<file path="config.mk">
export PLATFORM = sky130hd
export DESIGN_NAME = axi4_slave_ctrl
export DESIGN_NICKNAME = d
export VERILOG_FILES = /design/src/rtl/axi4_slave_ctrl.sv
export SDC_FILE = /design/constraint.sdc
export NUM_CORES = 1
export LEC_CHECK = 0
export BUFFER_PORTS_ARGS = -buffer_cell sky130_fd_sc_hd__buf_2
export CAP_MARGIN = 10
export CORE_MARGIN = 2
export CORE_UTILIZATION = 40
export CTS_BUF_LIST = sky130_fd_sc_hd__clkbuf_8
export DETAILED_ROUTE_END_ITERATION = 10
export GPL_TIMING_DRIVEN = 0
export PLACE_DENSITY_LB_ADDON = 0.05
export SYNTH_ARGS = -nofsm -noshare
export SYNTH_HDL_FRONTEND = slang
export SYNTH_SLANG_ARGS = --single-unit
</file>
<file path="constraint.sdc">
create_clock -name clk -period 6.9 [get_ports clk]
set_clock_uncertainty 0.2 [all_clocks]
set_input_delay 0.69 -clock clk [delete_from_list [all_inputs] [get_ports clk]]
set_output_delay 0.69 -clock clk [all_outputs]
set_load 0.01 [all_outputs]
</file>
<file path="src/rtl/axi4_slave_ctrl.sv">
// AXI4 slave sequencing a single-port word memory; one burst at a time, SLVERR on illegal/out-of-range bursts.
// Write: 1 beat/cycle, mem write 1 cycle after W; read: RVALID 3 cycles after AR/R handshake; VALID held until READY.
module axi4_slave_ctrl #(
  parameter int DATA_WIDTH     = 32,
  parameter int ADDR_WIDTH     = 16,
  parameter int MEM_ADDR_WIDTH = 10,
  parameter int MEM_DEPTH      = 1024
) (
  input  logic                      clk,
  input  logic                      rst_n,
  input  logic [ADDR_WIDTH-1:0]     AWADDR,
  input  logic [7:0]                AWLEN,
  input  logic [2:0]                AWSIZE,
  input  logic [1:0]                AWBURST,
  input  logic                      AWVALID,
  output logic                      AWREADY,
  input  logic [DATA_WIDTH-1:0]     WDATA,
  input  logic                      WLAST,
  input  logic                      WVALID,
  output logic                      WREADY,
  output logic [1:0]                BRESP,
  output logic                      BVALID,
  input  logic                      BREADY,
  input  logic [ADDR_WIDTH-1:0]     ARADDR,
  input  logic [7:0]                ARLEN,
  input  logic [2:0]                ARSIZE,
  input  logic [1:0]                ARBURST,
  input  logic                      ARVALID,
  output logic                      ARREADY,
  output logic [DATA_WIDTH-1:0]     RDATA,
  output logic [1:0]                RRESP,
  output logic                      RLAST,
  output logic                      RVALID,
  input  logic                      RREADY,
  output logic                      mem_en,
  output logic                      mem_we,
  output logic [MEM_ADDR_WIDTH-1:0] mem_addr,
  output logic [DATA_WIDTH-1:0]     mem_wdata,
  input  logic [DATA_WIDTH-1:0]     mem_rdata
);

  localparam int AW = MEM_ADDR_WIDTH;
  localparam int TW = MEM_ADDR_WIDTH + 9;
  localparam logic [TW-1:0] DEPTH_W = TW'(MEM_DEPTH);

  typedef enum logic [2:0] {IDLE, WR_DATA, WR_RESP, RD_MEM, RD_WAIT, RD_DATA} state_t;

  state_t                state_q, state_d;
  logic                  prio_w_q, prio_w_d;
  logic [AW-1:0]         addr_q, addr_d;
  logic [7:0]            len_q, len_d;
  logic [1:0]            burst_q, burst_d;
  logic                  err_q, err_d;
  logic                  werr_q, werr_d;
  logic [7:0]            cnt_q, cnt_d;
  logic [1:0]            bresp_q, bresp_d;
  logic [DATA_WIDTH-1:0] rdata_q, rdata_d;
  logic [1:0]            rresp_q, rresp_d;
  logic                  rlast_q, rlast_d;
  logic                  mem_en_q, mem_en_d;
  logic                  mem_we_q, mem_we_d;
  logic [AW-1:0]         mem_addr_q, mem_addr_d;
  logic [DATA_WIDTH-1:0] mem_wdata_q, mem_wdata_d;

  logic                  grant_w, grant_r;
  logic [ADDR_WIDTH-1:0] a_addr;
  logic [7:0]            a_len;
  logic [2:0]            a_size;
  logic [1:0]            a_burst;
  logic [AW-1:0]         a_word, a_lenw;
  logic [TW-1:0]         a_top;
  logic                  a_wrap_ok, a_err;
  logic                  last_beat, werr_nxt;
  logic [AW-1:0]         addr_nxt;
  logic                  unused_ok;

  function automatic logic [AW-1:0] next_addr(input logic [AW-1:0] a, input logic [7:0] l,
                                               input logic [1:0] b);
    logic [AW-1:0] m;
    m = AW'(l);
    case (b)
      2'b00:   next_addr = a;
      2'b10:   next_addr = (a & ~m) | ((a + AW'(1)) & m);
      default: next_addr = a + AW'(1);
    endcase
  endfunction

  // A lone request wins; on a tie the channel not granted last wins.
  assign grant_w = AWVALID && (!ARVALID || prio_w_q);
  assign grant_r = ARVALID && !grant_w;
  assign AWREADY = (state_q == IDLE) && grant_w;
  assign ARREADY = (state_q == IDLE) && grant_r;
  assign WREADY  = (state_q == WR_DATA);
  assign BVALID  = (state_q == WR_RESP);
  assign RVALID  = (state_q == RD_DATA);

  assign a_addr  = grant_w ? AWADDR  : ARADDR;
  assign a_len   = grant_w ? AWLEN   : ARLEN;
  assign a_size  = grant_w ? AWSIZE  : ARSIZE;
  assign a_burst = grant_w ? AWBURST : ARBURST;
  assign a_word  = a_addr[AW+1:2];
  assign a_lenw  = AW'(a_len);
  assign unused_ok = ^a_addr[1:0];

  assign a_wrap_ok = (a_len == 8'd1) || (a_len == 8'd3) || (a_len == 8'd7) || (a_len == 8'd15);

  always_comb begin
    case (a_burst)
      2'b00:   a_top = TW'(a_word);
      2'b01:   a_top = TW'(a_word) + TW'(a_len);
      2'b10:   a_top = TW'((a_word & ~a_lenw) | a_lenw);
      default: a_top = '0;
    endcase
  end

  assign a_err = (a_size != 3'b010) || (a_burst == 2'b11) ||
                 ((a_burst == 2'b10) && !a_wrap_ok) || (a_top >= DEPTH_W) ||
                 (|a_addr[ADDR_WIDTH-1:AW+2]);

  assign last_beat = (cnt_q == len_q);
  assign werr_nxt  = werr_q || (WLAST != last_beat);
  assign addr_nxt  = next_addr(addr_q, len_q, burst_q);

  always_comb begin
    state_d     = state_q;
    prio_w_d    = prio_w_q;
    addr_d      = addr_q;
    len_d       = len_q;
    burst_d     = burst_q;
    err_d       = err_q;
    werr_d      = werr_q;
    cnt_d       = cnt_q;
    bresp_d     = bresp_q;
    rdata_d     = rdata_q;
    rresp_d     = rresp_q;
    rlast_d     = rlast_q;
    mem_en_d    = 1'b0;
    mem_we_d    = 1'b0;
    mem_addr_d  = mem_addr_q;
    mem_wdata_d = mem_wdata_q;
    case (state_q)
      IDLE: begin
        if (grant_w || grant_r) begin
          addr_d   = a_word;
          len_d    = a_len;
          burst_d  = a_burst;
          err_d    = a_err;
          werr_d   = 1'b0;
          cnt_d    = '0;
          prio_w_d = grant_r;
          if (grant_w) begin
            state_d = WR_DATA;
          end else begin
            // Launch the first read now so the access lands in RD_MEM.
            mem_en_d   = !a_err;
            mem_addr_d = a_word;
            state_d    = RD_MEM;
          end
        end
      end
      WR_DATA: begin
        if (WVALID) begin
          mem_en_d    = !err_q;
          mem_we_d    = !err_q;
          mem_addr_d  = addr_q;
          mem_wdata_d = WDATA;
          addr_d      = addr_nxt;
          cnt_d       = cnt_q + 8'd1;
          werr_d      = werr_nxt;
          if (last_beat) begin
            bresp_d = (err_q || werr_nxt) ? 2'b10 : 2'b00;
            state_d = WR_RESP;
          end
        end
      end
      WR_RESP: begin
        if (BREADY) state_d = IDLE;
      end
      RD_MEM: state_d = RD_WAIT;
      RD_WAIT: begin
        rdata_d = err_q ? '0 : mem_rdata;
        rresp_d = err_q ? 2'b10 : 2'b00;
        rlast_d = last_beat;
        state_d = RD_DATA;
      end
      RD_DATA: begin
        if (RREADY) begin
          if (rlast_q) begin
            state_d = IDLE;
          end else begin
            addr_d     = addr_nxt;
            mem_addr_d = addr_nxt;
            mem_en_d   = !err_q;
            cnt_d      = cnt_q + 8'd1;
            state_d    = RD_MEM;
          end
        end
      end
      default: state_d = IDLE;
    endcase
  end

  always_ff @(posedge clk or negedge rst_n) begin
    if (!rst_n) begin
      state_q     <= IDLE;
      prio_w_q    <= 1'b1;
      addr_q      <= '0;
      len_q       <= '0;
      burst_q     <= '0;
      err_q       <= 1'b0;
      werr_q      <= 1'b0;
      cnt_q       <= '0;
      bresp_q     <= '0;
      rdata_q     <= '0;
      rresp_q     <= '0;
      rlast_q     <= 1'b0;
      mem_en_q    <= 1'b0;
      mem_we_q    <= 1'b0;
      mem_addr_q  <= '0;
      mem_wdata_q <= '0;
    end else begin
      state_q     <= state_d;
      prio_w_q    <= prio_w_d;
      addr_q      <= addr_d;
      len_q       <= len_d;
      burst_q     <= burst_d;
      err_q       <= err_d;
      werr_q      <= werr_d;
      cnt_q       <= cnt_d;
      bresp_q     <= bresp_d;
      rdata_q     <= rdata_d;
      rresp_q     <= rresp_d;
      rlast_q     <= rlast_d;
      mem_en_q    <= mem_en_d;
      mem_we_q    <= mem_we_d;
      mem_addr_q  <= mem_addr_d;
      mem_wdata_q <= mem_wdata_d;
    end
  end

  assign BRESP     = bresp_q;
  assign RDATA     = rdata_q;
  assign RRESP     = rresp_q;
  assign RLAST     = rlast_q;
  assign mem_en    = mem_en_q;
  assign mem_we    = mem_we_q;
  assign mem_addr  = mem_addr_q;
  assign mem_wdata = mem_wdata_q;

endmodule
</file>
==> metrics.md, run 1 <==
| Metric | Value |
|---|---|
| Placed inst area | 0.00717 mm^2 |
| Gr usage total | 0.216 |
| Kind of critical path | flop to flop |
| Nets | 1046 |
| Num rows | 44 |
| Max incr delay on CP | 0.56 ns |
| Sequential fraction of the synthesis area | 0.483 |
| Synthesized instance count | 672 |
| Setup TNS Final | 0 ns |
| Die ar. | 0.0156 mm^2 |
| Drc violations | 0 |
| CTS tree | done |
| Leak | between 3 and 4 nW |
| Setup repair bufs after CTS | 0 |
| Relative slew margins | 0.637 |
| Mean Syn Cell Area | about 8.7 um^2 |
| Hold WS | 0.238 ns |
| Final Setup Violations | 0 |
| Synth top area cells | dfrtp_1 48%, nand2_1 12%, o21ai_0 5.2% |
| Post-synth top cells | 189 x nand2_1, 112 x dfrtp_1, 61 x o21ai_0 |
| Non-Filler Instances | 1100 |
| Htree depth | 4 |
| Final max-slew violation count | 0 |
| Status | finished, final reports clean |
| Clock sink count | between 100 and 150 |
| Max Fanout on Critical Path | 10 |
| TritonCTS Buffers | 17 |
| Yosys top cell by area | dfrtp_1 |
| PortBufs | 209 |
| Setup slack at placement | 3.30 ns |
| Worst vdd ir | roughly 0.15 mV |
| Placed instance count | approximately 1100 |
| Area of the core | 0.0144 mm^2 |
| Clock-pin slew on the worst setup and hold paths | roughly 0.080 ns |
| Min-Delay Path Class | input port to flop |
| Final Hold Fails | 0 |
| Minimum clock period | approximately 3.3 ns |
| HPWL Detailed | about 13 mm |
| Finished Core Util | 0.528 |
| Crit start category | flop |
| Post-synth EDFFs | 0 |
| DRT Pass-1 Iters | 4 |
| Average wire per standard cell | between 15 and 20 um |
| Antenna violations before repair | 0 |
| Clk buf depth | 2 |
| RSZ-0062 raised after global routing | false |
| Worst reg2reg path startpoint | prio_w_q |
| Period utilisation layout | 0.482 |
| Share of cells above drive strength 1 | 0.300 |
| Final setup margin | 3.57 ns |
| Routed vias/inst | 4.97 |
| Top_reg_cell synth | dfrtp_1 |
| WP data arrival | 3.44 ns |
| Initial core utilization | 0.406 |
| Antenna viol nets, final | 0 |
| Placer Congestion | ~0.84 |
| CP Cell Sequence | inv_1, a21boi_1, buf_4, buf_2, mux2i_1, inv_1, ha_1, a21oi_1, o21bai_1, mux2_1, a41oi_1, a211oi_2, o22a_1 |
| Worst Max-Slew Pin Slew | ~0.54 ns |
| Finished Cell Area | 0.00761 mm^2 |
| Root Driver | clkbuf_8 |
| Worst path slowest cell | dfstp_2 |
| Io pins | 216 |
| Iter 0 DRT Violations | 273 |
| Total grt overflow | 0 |
| Die W | roughly 130 um |
| Worst-skew pair later-pin latency | approximately 0.44 ns |
| Via count | roughly 5500 |
| Power Density | ~420 mW/mm^2 |
| Most instantiated library cell after synthesis | nand2_1 |
| Die height | 125 um |
| Largest net degree at the start of global routing | between 70 and 80 |
| Post-synth top area share | 0.478 |
| Synth warn | 0 |
| Req. time, crit path | 7.01 ns |
| #FFs+latches synth | approximately 110 |
| P&R area growth vs syn | 29.9% |
| Worst path most repeated cell | inv_1 |
| Vias in the first global route | 5482 |
| PostCTS Resize Cnt | 0 |
| Mapped cell area | 0.00586 mm^2 |
| Detailed Route WL | roughly 17 mm |
| Netlist cell types | 55 |
| Fmax | around 300 MHz |
| Hold Crit Start | WDATA[14] |
| Global-route wire length before repair | 27.3 mm |
| Launch point of the worst path | prio_w_q |
| Max Cap Viol | 0 |
| Setup crit end kind | flop |
| N_diodes | 0 |
| Asr flop ratio synth | 1.00 |
| Final Total Pwr | 3.20 mW |
-- metal layers --
metal  vias to the layer above  track usage  wire, um
met5                         -            0         0
met4                         0       0.0895       454
met3                        36       0.0496       911
met2                       192        0.348      7820
met1                      2536        0.282      7560
li1                       2702            -         -
-- timing repair --
item	in CTS	in global routing
hold endpoints to repair	43	0
endpoints found under the setup margin	0	0
hold buffers	1	0
-- power breakdown --
| part | leakage, nW | internal (mW) | total (mW) | switching, mW |
|---|---|---|---|---|
| Combinational | 2.25 | 0.537 | 1.38 | 0.839 |
| Clock | 0.221 | 0.407 | 0.681 | 0.275 |
| Sequential | 1.44 | 0.954 | 1.14 | 0.188 |
-- cells in the final DEF (no fill, tap or decap), types with 3 or more instances in the layout --
master / count
mux2i_1: 17
nor2_1: 38
clkbuf_8: 19
buf_6: 3
ha_1: 13
a31oi_1: 8
o21ai_1: 9
clkinv_2: 3
o21ai_0: 61
buf_2: 220
inv_1: 19
nand4_1: 3
and2_1: 3
a21o_1: 4
clkbuf_1: 25
mux2_2: 4
clkinvlp_4: 3
or3_1: 3
o22a_1: 6
bufinv_16: 4
nor4_1: 7
and3_1: 3
dfrtp_1: 112
nor4_2: 3
nor3b_1: 3
nand2b_1: 32
nand2_1: 189
buf_4: 3
nor3_1: 9
a21oi_1: 21
nand3_1: 13
o31ai_2: 3
xnor2_1: 12
xor2_1: 9
-- critical path: cells and delay by family, from the launching register on --
family,cells,cell delay (ns)
DFF,1,0.56
adders and majority gates,1,0.19
buffers and inverters,4,0.65
muxes,2,0.65
AOI/OAI and AO/OA,6,0.95
-- layout make-up --
type	count	area (um^2)
repair buffers	211	1090
fillers	1369	6810
flip-flops and latches	113	2830
inverters	18	67.6
plain buffers	42	199
clock buffers	19	262
multi-input cells	500	2770
clock inverters	13	169
well taps	184	230
-- final timing paths --
check	to	slack (ns)	depth (start not counted)
setup / recovery	err_q	3.57	13
hold / removal	mem_wdata[14]	0.24	3
setup reg to reg	err_q	3.57	13
hold reg to reg	mem_wdata[21]	0.27	2
max in group asynchronous	prio_w_q	5.25	3
min in group asynchronous	RDATA[17]	0.53	2
-- registers in the layout, summed over array words and instances (netlist names), 2 cells and up --
name,cells
RDATA,32
addr_q,10
burst_q,2
cnt_q,8
len_q,8
mem_addr,10
mem_wdata,32
state_q,3
-- cell families (layout without fill, tap and decap cells) --
family,after synthesis,count (layout),share of synthesized area
buffers and inverters,60,303,0.0455
DFF,113,113,0.483
AOI/OAI and AO/OA,130,130,0.136
other,1,2,0.000640
adders and majority gates,13,13,0.0278
muxes,22,22,0.0386
xor gates and xnor gates,21,21,0.0314
and+or+nand+nor,312,312,0.238
Note: power is estimated with default switching activity, not from simulation.
==> inputs of run 2 (changes only) <==
--- a/config.mk
+++ b/config.mk
@@ -5,6 +5,7 @@
 export SDC_FILE = /design/constraint.sdc
 export NUM_CORES = 1
 export LEC_CHECK = 0
+export ABC_AREA = 1
 export BUFFER_PORTS_ARGS = -buffer_cell sky130_fd_sc_hd__buf_2
 export CAP_MARGIN = 10
 export CORE_MARGIN = 2
==> constraint.sdc (replaced) <==
create_clock -name clk -period 2.7 [get_ports clk]
set_clock_uncertainty 0.2 [all_clocks]
set_input_delay 0.27 -clock clk [delete_from_list [all_inputs] [get_ports clk]]
set_output_delay 0.27 -clock clk [all_outputs]
set_load 0.01 [all_outputs]
==> run 2 against run 1 <==
  * Via count is 4.7% higher
  * Final area is 8.7% higher
  * Sequential cell count stayed put
  * Global-route usage is 1.3 points higher
  * Clock power is 130% higher
  * Die area is 2.6% lower
  * Worst hold slack worse by 0.21 ns
  * Highest routed layer unchanged
==> metrics.md, run 2 <==
| Metric | Value |
|---|---|
| Status | finished, final reports clean |
| Via count | 5722 (+4.7%) |
| Io pins | 216 (unchanged) |
| Sequential fraction of the synthesis area | 0.496 (+0.0135) |
| Synth top area cells | dfrtp_1 49%, nand2_1 15%, a22o_1 4.9% |
| Worst path most repeated cell | nand2_1 |
| Gate power share | 0.459 (+0.029) |
| Netlist cell types | 46 (-16%) |
| Kind of critical path | flop to flop |
| WHS Path Cells | 5 (+2) |
| Vias in the first global route | 5603 (+2.2%) |
| Power Density | 993 mW/mm^2 (+140%) |
| Critical path buffer and inverter count | 5 (+1) |
| Sequential Power Share | 0.347 (-0.010) |
| Minimum clock period | 2.58 ns (-0.749 ns) |
| Post-synth top cells | 222 x nand2_1, 112 x dfrtp_1, 72 x inv_1 |
| Routed vias/inst | 4.82 (-3.1%) |
| Share of cells above drive strength 1 | 0.302 (+0.00137) |
| Gr usage total | 0.229 (+0.0129) |
| Commonest non-fill, non-tap cell in the layout | nand2_1 |
| Met1 usage | 0.275 (-0.00669) |
| PortBufs | 209 (unchanged) |
| Fill cell total of the finished layout | 1293 (-5.6%) |
| Mapped cell area | 0.00570 mm^2 (-2.7%) |
| Most frequent cells in the layout | 219 x nand2_1, 212 x buf_2, 112 x dfrtp_1 |
| Die height | 123 um (-1.3%) |
| Busiest grt layer | met2 |
| Final Hold Fails | 0 (unchanged) |
| Final max-slew violation count | 0 (unchanged) |
| NetSw | 3.44 mW (+160%) |
| M2 GR Usage | 0.388 (+0.0409) |
| Antenna violations before repair | 0 (unchanged) |
| Worst path slowest cell | dfstp_2 |
| Worst Max-Slew Pin Slew | 0.512 ns (-0.0295 ns) |
| HPWL Detailed | 12.1 mm (-5.0%) |
| Relative slew margins | 0.658 (+0.0217) |
| Register area | 0.00283 mm^2 (unchanged) |
| Largest net degree at the start of global routing | 95 (+34%) |
| Leak | 4.41 nW (+13%) |
| Asr flop ratio synth | 1.00 (unchanged) |
| Post-synth EDFFs | 0 (unchanged) |
| #FFs+latches synth | 113 (unchanged) |
| Clk buf depth | 2 (unchanged) |
| Worst-skew pair later-pin latency | 0.43 ns (about the same) |
| Initial core utilization | 0.411 (+0.00445) |
| CP Cell Sequence | inv_2, nand2_2, nand2_4, buf_8, buf_12, o21ai_4, inv_2, ha_2, ha_2, inv_1, nand2_1, nand2_1, nand3_1, nand2_1, nand2_1, nand2_1, nand2_1, nand2_1, nand2_1 |
| Int Pwr | 4.78 mW (+150%) |
| Max Fanout on Critical Path | 10 (unchanged) |
| Post-synth top area share | 0.492 (+0.0133) |
| Req. time, crit path | 2.82 ns (-4.19 ns) |
| Htree depth | 4 (unchanged) |
| Final Total Pwr | 8.22 mW (+160%) |
| Average wire per standard cell | 14.3 um (-5.7%) |
| Root Driver | clkbuf_8 |
| WP data arrival | 2.70 ns (-0.74 ns) |
| Area of the multi-input gates | 0.00248 mm^2 (-10%) |
| DRT Pass-1 Iters | 4 (unchanged) |
| Worst vdd ir | 0.503 mV (+250%) |
| Crit start category | flop |
| Detailed Route WL | 17.0 mm (+1.8%) |
| Cells on worst reg2reg path | 19 (+6) |
| Synthesized instance count | 684 (+1.8%) |
| P&R area growth vs syn | 45.2% |
| Switch share | 0.419 (+0.0117) |
| Final Setup Violations | 0 (unchanged) |
| Antenna viol nets, final | 0 (unchanged) |
| N_diodes | 0 (unchanged) |
| Levels on crit path | 19 (+6) |
| Area of the core | 0.0139 mm^2 (-3.8%) |
| Nets | 1138 (+8.8%) |
| Setup TNS Final | 0 ns (unchanged) |
| TritonCTS Buffers | 17 (unchanged) |
| Top_reg_cell synth | dfrtp_1 |
| Period utilisation layout | 0.955 (+0.473) |
| Drc violations | 0 (unchanged) |
| Num rows | 43 (-2.3%) |
| Clk pwr share | 0.193 (-0.020) |
| Setup crit end kind | flop |
| Yosys top cell by area | dfrtp_1 |
| Hold WS | 0.0278 ns (-0.210 ns) |
| Clock-pin slew on the worst setup and hold paths | 0.07 ns (about the same) |
| Fmax | 388 MHz (+29%) |
| Most instantiated library cell after synthesis | nand2_1 |
| Die ar. | 0.0152 mm^2 (-2.6%) |
| Mean Syn Cell Area | 8.34 um^2 (-4.4%) |
| Top delay family on crit path | simple AND/OR/NAND/NOR gates |
| Total grt overflow | 0 (unchanged) |
| Synth warn | 0 (unchanged) |
| Global-route wire length before repair | 26.7 mm (-2.2%) |
| Clock sink count | 113 (unchanged) |
| CTS tree | done |
| Iter 0 DRT Violations | 251 (-8.1%) |
| Die W | 123 um (-1.3%) |
| Met3 usage | 0.0733 (+0.0237) |
| Max Cap Viol | 0 (unchanged) |
| Placer Congestion | 0.827 (-1.6%) |
| Max incr delay on CP | 0.52 ns (-0.04 ns) |
| Min-Delay Path Class | input port to flop |
-- run 2: changes by cell type in the layout (fill, tap and decap cells not counted), sizes merged, moves of 7 or more --
cell	previous run	this run
clkbuf	44	32
nor4	10	3
a22o	0	32
inv	21	80
nand2	189	225
mux2i	17	0
xnor2	12	1
o21ai	71	50
dlygate4sd3	1	72
nand2b	32	0
-- run 2: final cells by class --
| cell class | count | area share |
|---|---|---|
| Multi-Input combinational cell | 466 | 0.300 |
| Clock buffer | 19 | 0.0316 |
| Timing Repair Buffer | 291 | 0.226 |
| Sequential cell | 113 | 0.342 |
| Tap cell | 180 | 0.0272 |
| Inverter | 80 | 0.0367 |
| Clock inverter | 13 | 0.0166 |
| Buffer | 26 | 0.0207 |
-- run 2: through the flow --
stage	setup slack (ns)	std cells	utilization	cell area, um^2
3_5_place_dp	-0.225	1075	0.505	7010
4_1_cts	0.00262	1179	0.587	8150
5_1_grt	-0.0120	1188	0.597	8280
2_1_floorplan	0.215	685	-	5710
3_3_place_gp	-0.290	1074	0.503	6980
6_report	0.121	1188	0.597	8280
-- run 2: path summary, 6_finish.rpt --
kind,start,slack [ns],endpoint
hold / removal,ARLEN[5],0.03,len_q[5]
min in group asynchronous,rst_n,0.04,addr_q[8]
setup / recovery,prio_w_q,0.12,err_q
setup reg to reg,prio_w_q,0.12,err_q
hold reg to reg,mem_wdata[1],0.27,mem_wdata[1]
max in group asynchronous,rst_n,1.52,mem_wdata[9]
-- run 2: metal layers --
metal / up-vias / wire length (um)
li1: 2850 / -
met1: 2660 / 7040
met2: 186 / 8450
met3: 26 / 1270
met4: 0 / 289
met5: - / 0
-- run 2: worst reg2reg max path, delay by kind of cell (launching register included) --
kind / cells / cell delay, ns
simple gates: 11 / 0.81
compound gates: 1 / 0.17
flops: 1 / 0.52
fa+ha+maj: 2 / 0.33
buf+inv: 5 / 0.45
-- run 2: cell families (layout without fill, tap and decap cells) --
| kind of cell | after synthesis | in the layout | synth area share |
|---|---|---|---|
| AO/OA/AOI/OAI | 138 | 138 | 0.158 |
| AND/OR/NAND/NOR | 305 | 305 | 0.227 |
| XOR/XNOR | 8 | 8 | 0.0123 |
| buffers and inverters | 106 | 429 | 0.0777 |
| flip-flops | 113 | 113 | 0.496 |
| adder cells (fa/ha/maj) | 13 | 13 | 0.0285 |
| other | 1 | 2 | 0.000658 |
-- run 2: what timing repair did --
action                     4_1_cts  5_1_grt
setup buffers                    0        9
hold endpoints to repair       182        0
gates resized for setup         11       21
pin swaps                        1        6
setup endpoints to repair        3        2
hold buffers                    72        0
-- run 2: power groups by stage --
| stage | clock network, mW | registers [mW] | logic (mW) |
|---|---|---|---|
| floorplan | 0 | 3.02 | 2.13 |
| global placement | 0 | 2.85 | 3.53 |
| CTS | 1.63 | 2.85 | 3.72 |
| global route | 1.72 | 2.94 | 4.27 |
| detailed placement | 0 | 2.85 | 3.63 |
| finish | 1.59 | 2.85 | 3.78 |
==> inputs of run 3 (changes only) <==
--- a/config.mk
+++ b/config.mk
@@ -13,7 +13,8 @@
 export CTS_BUF_LIST = sky130_fd_sc_hd__clkbuf_8
 export DETAILED_ROUTE_END_ITERATION = 10
 export GPL_TIMING_DRIVEN = 0
-export PLACE_DENSITY_LB_ADDON = 0.05
+export PLACE_DENSITY = 0.7
+export SLEW_MARGIN = 20
 export SYNTH_ARGS = -nofsm -noshare
 export SYNTH_HDL_FRONTEND = slang
 export SYNTH_SLANG_ARGS = --single-unit
==> run 3 against run 2 <==
  * Count of clock-buffer cells in the layout rose by 2
  * Critical path type is now flop to output pin
  * Highest routed layer unchanged
  * Sequential share of layout area grew 0.31 points
  * Register-to-register slack got worse by 0.03 ns
  * Worst setup slack worse by 0.066 ns
  * Die area unchanged
  * Critical endpoint is now ARREADY
==> metrics.md, run 3 (synthesized netlist as in run 2, its figures left out) <==
| Metric | Value |
|---|---|
| Minimum clock period | 2.65 ns (+0.0660 ns) |
| Period utilisation layout | 0.980 (+0.0245) |
| CP Cell Sequence | buf_4, inv_1, nand2_1, nor2_2, inv_1, nor2_1, buf_2 |
| RSZ-0062 raised after global routing | true |
| Kind of critical path | flop to output pin |
| Final setup margin | 0.0546 ns (-0.0660 ns) |
| Nets | 1132 (-0.53%) |
| Placer Congestion | 0.899 (+8.7%) |
| Max Cap Viol | 0 (unchanged) |
| Max incr delay on CP | 0.38 ns (-0.14 ns) |
| P&R area growth vs syn | 43.9% |
| Total grt overflow | 0 (unchanged) |
| WHS Path Cells | 5 (unchanged) |
| Top delay family on crit path | simple AND/OR/NAND/NOR gates |
| Via count | 5662 (-1.0%) |
| Placed instance count | 1075 (unchanged) |
| Worst reg2reg path startpoint | prio_w_q |
| Die W | 123 um (unchanged) |
| Initial core utilization | 0.411 (unchanged) |
| Average wire per standard cell | 14.2 um (-1.2%) |
| Launch point of the worst path | state_q[2] |
| Routed vias/inst | 4.79 (-0.55%) |
| Area of the core | 0.0139 mm^2 (unchanged) |
| Clk buf depth | 2 (unchanged) |
| Io pins | 216 (unchanged) |
| Num rows | 43 (unchanged) |
| Worst path most repeated cell | inv_1 |
| Most frequent cells in the layout | 219 x nand2_1, 212 x buf_2, 112 x dfrtp_1 |
| Hold Crit Start | ARLEN[6] |
| N_diodes | 0 (unchanged) |
| Max Fanout on Critical Path | 7 (-3) |
| Detailed Route WL | 16.8 mm (-1.7%) |
| Drc violations | 0 (unchanged) |
| Clock sink count | 113 (unchanged) |
| PortBufs | 209 (unchanged) |
| Finished Core Util | 0.591 (-0.00532) |
| HPWL Detailed | 11.6 mm (-4.1%) |
| Req. time, crit path | 2.23 ns (-0.59 ns) |
| Root Driver | clkbuf_8 |
| Crit start category | flop |
| Share of cells above drive strength 1 | 0.294 (-0.00718) |
| Clock-pin slew on the worst setup and hold paths | 0.07 ns (about the same) |
| Critical path buffer and inverter count | 4 (-1) |
| Vias in the first global route | 5529 (-1.3%) |
| Antenna violations before repair | 0 (unchanged) |
| WP data arrival | 2.18 ns (-0.52 ns) |
| Gr usage total | 0.222 (-0.00614) |
| Power Density | 999 mW/mm^2 (+0.60%) |
| Setup crit end kind | output pin |
| Worst-skew pair later-pin latency | 0.43 ns (about the same) |
| Setup slack at placement | -0.280 ns (-0.0552 ns) |
| Reg2reg setup slack | 0.09 ns (-0.03 ns) |
| Leak | 4.39 nW (-0.41%) |
| Final Hold Fails | 0 (unchanged) |
| Fill cell total of the finished layout | 1218 (-5.8%) |
| DRT Pass-1 Iters | 5 (+1) |
| Worst Max-Slew Pin Slew | 0.602 ns (+0.0902 ns) |
| Commonest non-fill, non-tap cell in the layout | nand2_1 |
| Final max-slew violation count | 0 (unchanged) |
| Cells on worst reg2reg path | 19 (unchanged) |
| Worst vdd ir | 0.442 mV (-12%) |
| Largest net degree at the start of global routing | 80 (-16%) |
| Htree depth | 4 (unchanged) |
| Worst path slowest cell | dfrtp_1 |
| Die height | 123 um (unchanged) |
| Die ar. | 0.0152 mm^2 (unchanged) |
| Fmax | 378 MHz (-2.5%) |
| Antenna viol nets, final | 0 (unchanged) |
| Iter 0 DRT Violations | 320 (+27%) |
| Non-Filler Instances | 1182 (-0.51%) |
| Status | finished, final reports clean |
| FF-to-FF End | err_q |
| Min-Delay Path Class | input port to flop |
| Final Setup Violations | 0 (unchanged) |
| Global-route wire length before repair | 26.3 mm (-1.3%) |
| Relative slew margins | 0.599 (-0.0598) |
| Hold worst-path end | len_q[6] |
| TritonCTS Buffers | 17 (unchanged) |
| CTS tree | done |
## run 3: worst max path at each step
stage	to	slack, ns	cells past startpoint
global placement	err_q	-0.26	19
detailed placement	err_q	-0.28	19
finish	ARREADY	0.05	7
floorplan	err_q	0.21	19
global route	err_q	-0.08	19
CTS	ARREADY	0.02	7
## run 3: cell type report
cell class | instances | area, um^2 | share of cell area
plain buffers | 26 | 155 | 0.0189
clock buffers | 21 | 289 | 0.0352
clock inverters | 11 | 111 | 0.0136
inverters | 80 | 304 | 0.0370
multi-input cells | 466 | 2470 | 0.301
flip-flops and latches | 113 | 2830 | 0.345
well taps | 180 | 225 | 0.0274
repair buffers | 285 | 1820 | 0.222
## run 3: stage by stage
stage	setup TNS (ns)	hold WS, ns	instance area, um^2	power [mW]
floorplan	0	-0.226	5710	5.15
global placement	-24.57	0.250	6980	6.37
detailed placement	-0.537	-0.0150	7010	6.46
CTS	0	0.0149	8150	8.19
global route	-0.130	0.0469	8210	8.86
finish	0	0.0408	8210	8.20
## run 3: what timing repair did
action	in CTS	in global routing
setup buffers	1	3
resized for setup	10	12
pin swaps	1	3
hold endpoints to repair	182	0
endpoints found under the setup margin	2	3
hold buffers	71	0
## run 3: power by group
| part | total [mW] | internal (mW) | switching, mW |
|---|---|---|---|
| Clock | 1.59 | 0.906 | 0.685 |
| Combinational | 3.75 | 1.49 | 2.27 |
| Sequential | 2.85 | 2.39 | 0.457 |
| Total | 8.20 | 4.79 | 3.41 |
## run 3: worst min-delay path, delay by kind of cell
family                 cells  cell delay (ns)
buffers and inverters      2             0.13
and+or+nand+nor            1             0.05
AOI/OAI and AO/OA          2             0.16
## run 3: routing by layer
metal	part of all wire	up-vias	wire length, um	track usage
li1	-	2837	-	-
met1	0.43	2613	7210	0.285
met2	0.49	174	8220	0.364
met3	0.053	38	894	0.0549
met4	0.025	0	425	0.0838
met5	0	-	0	0
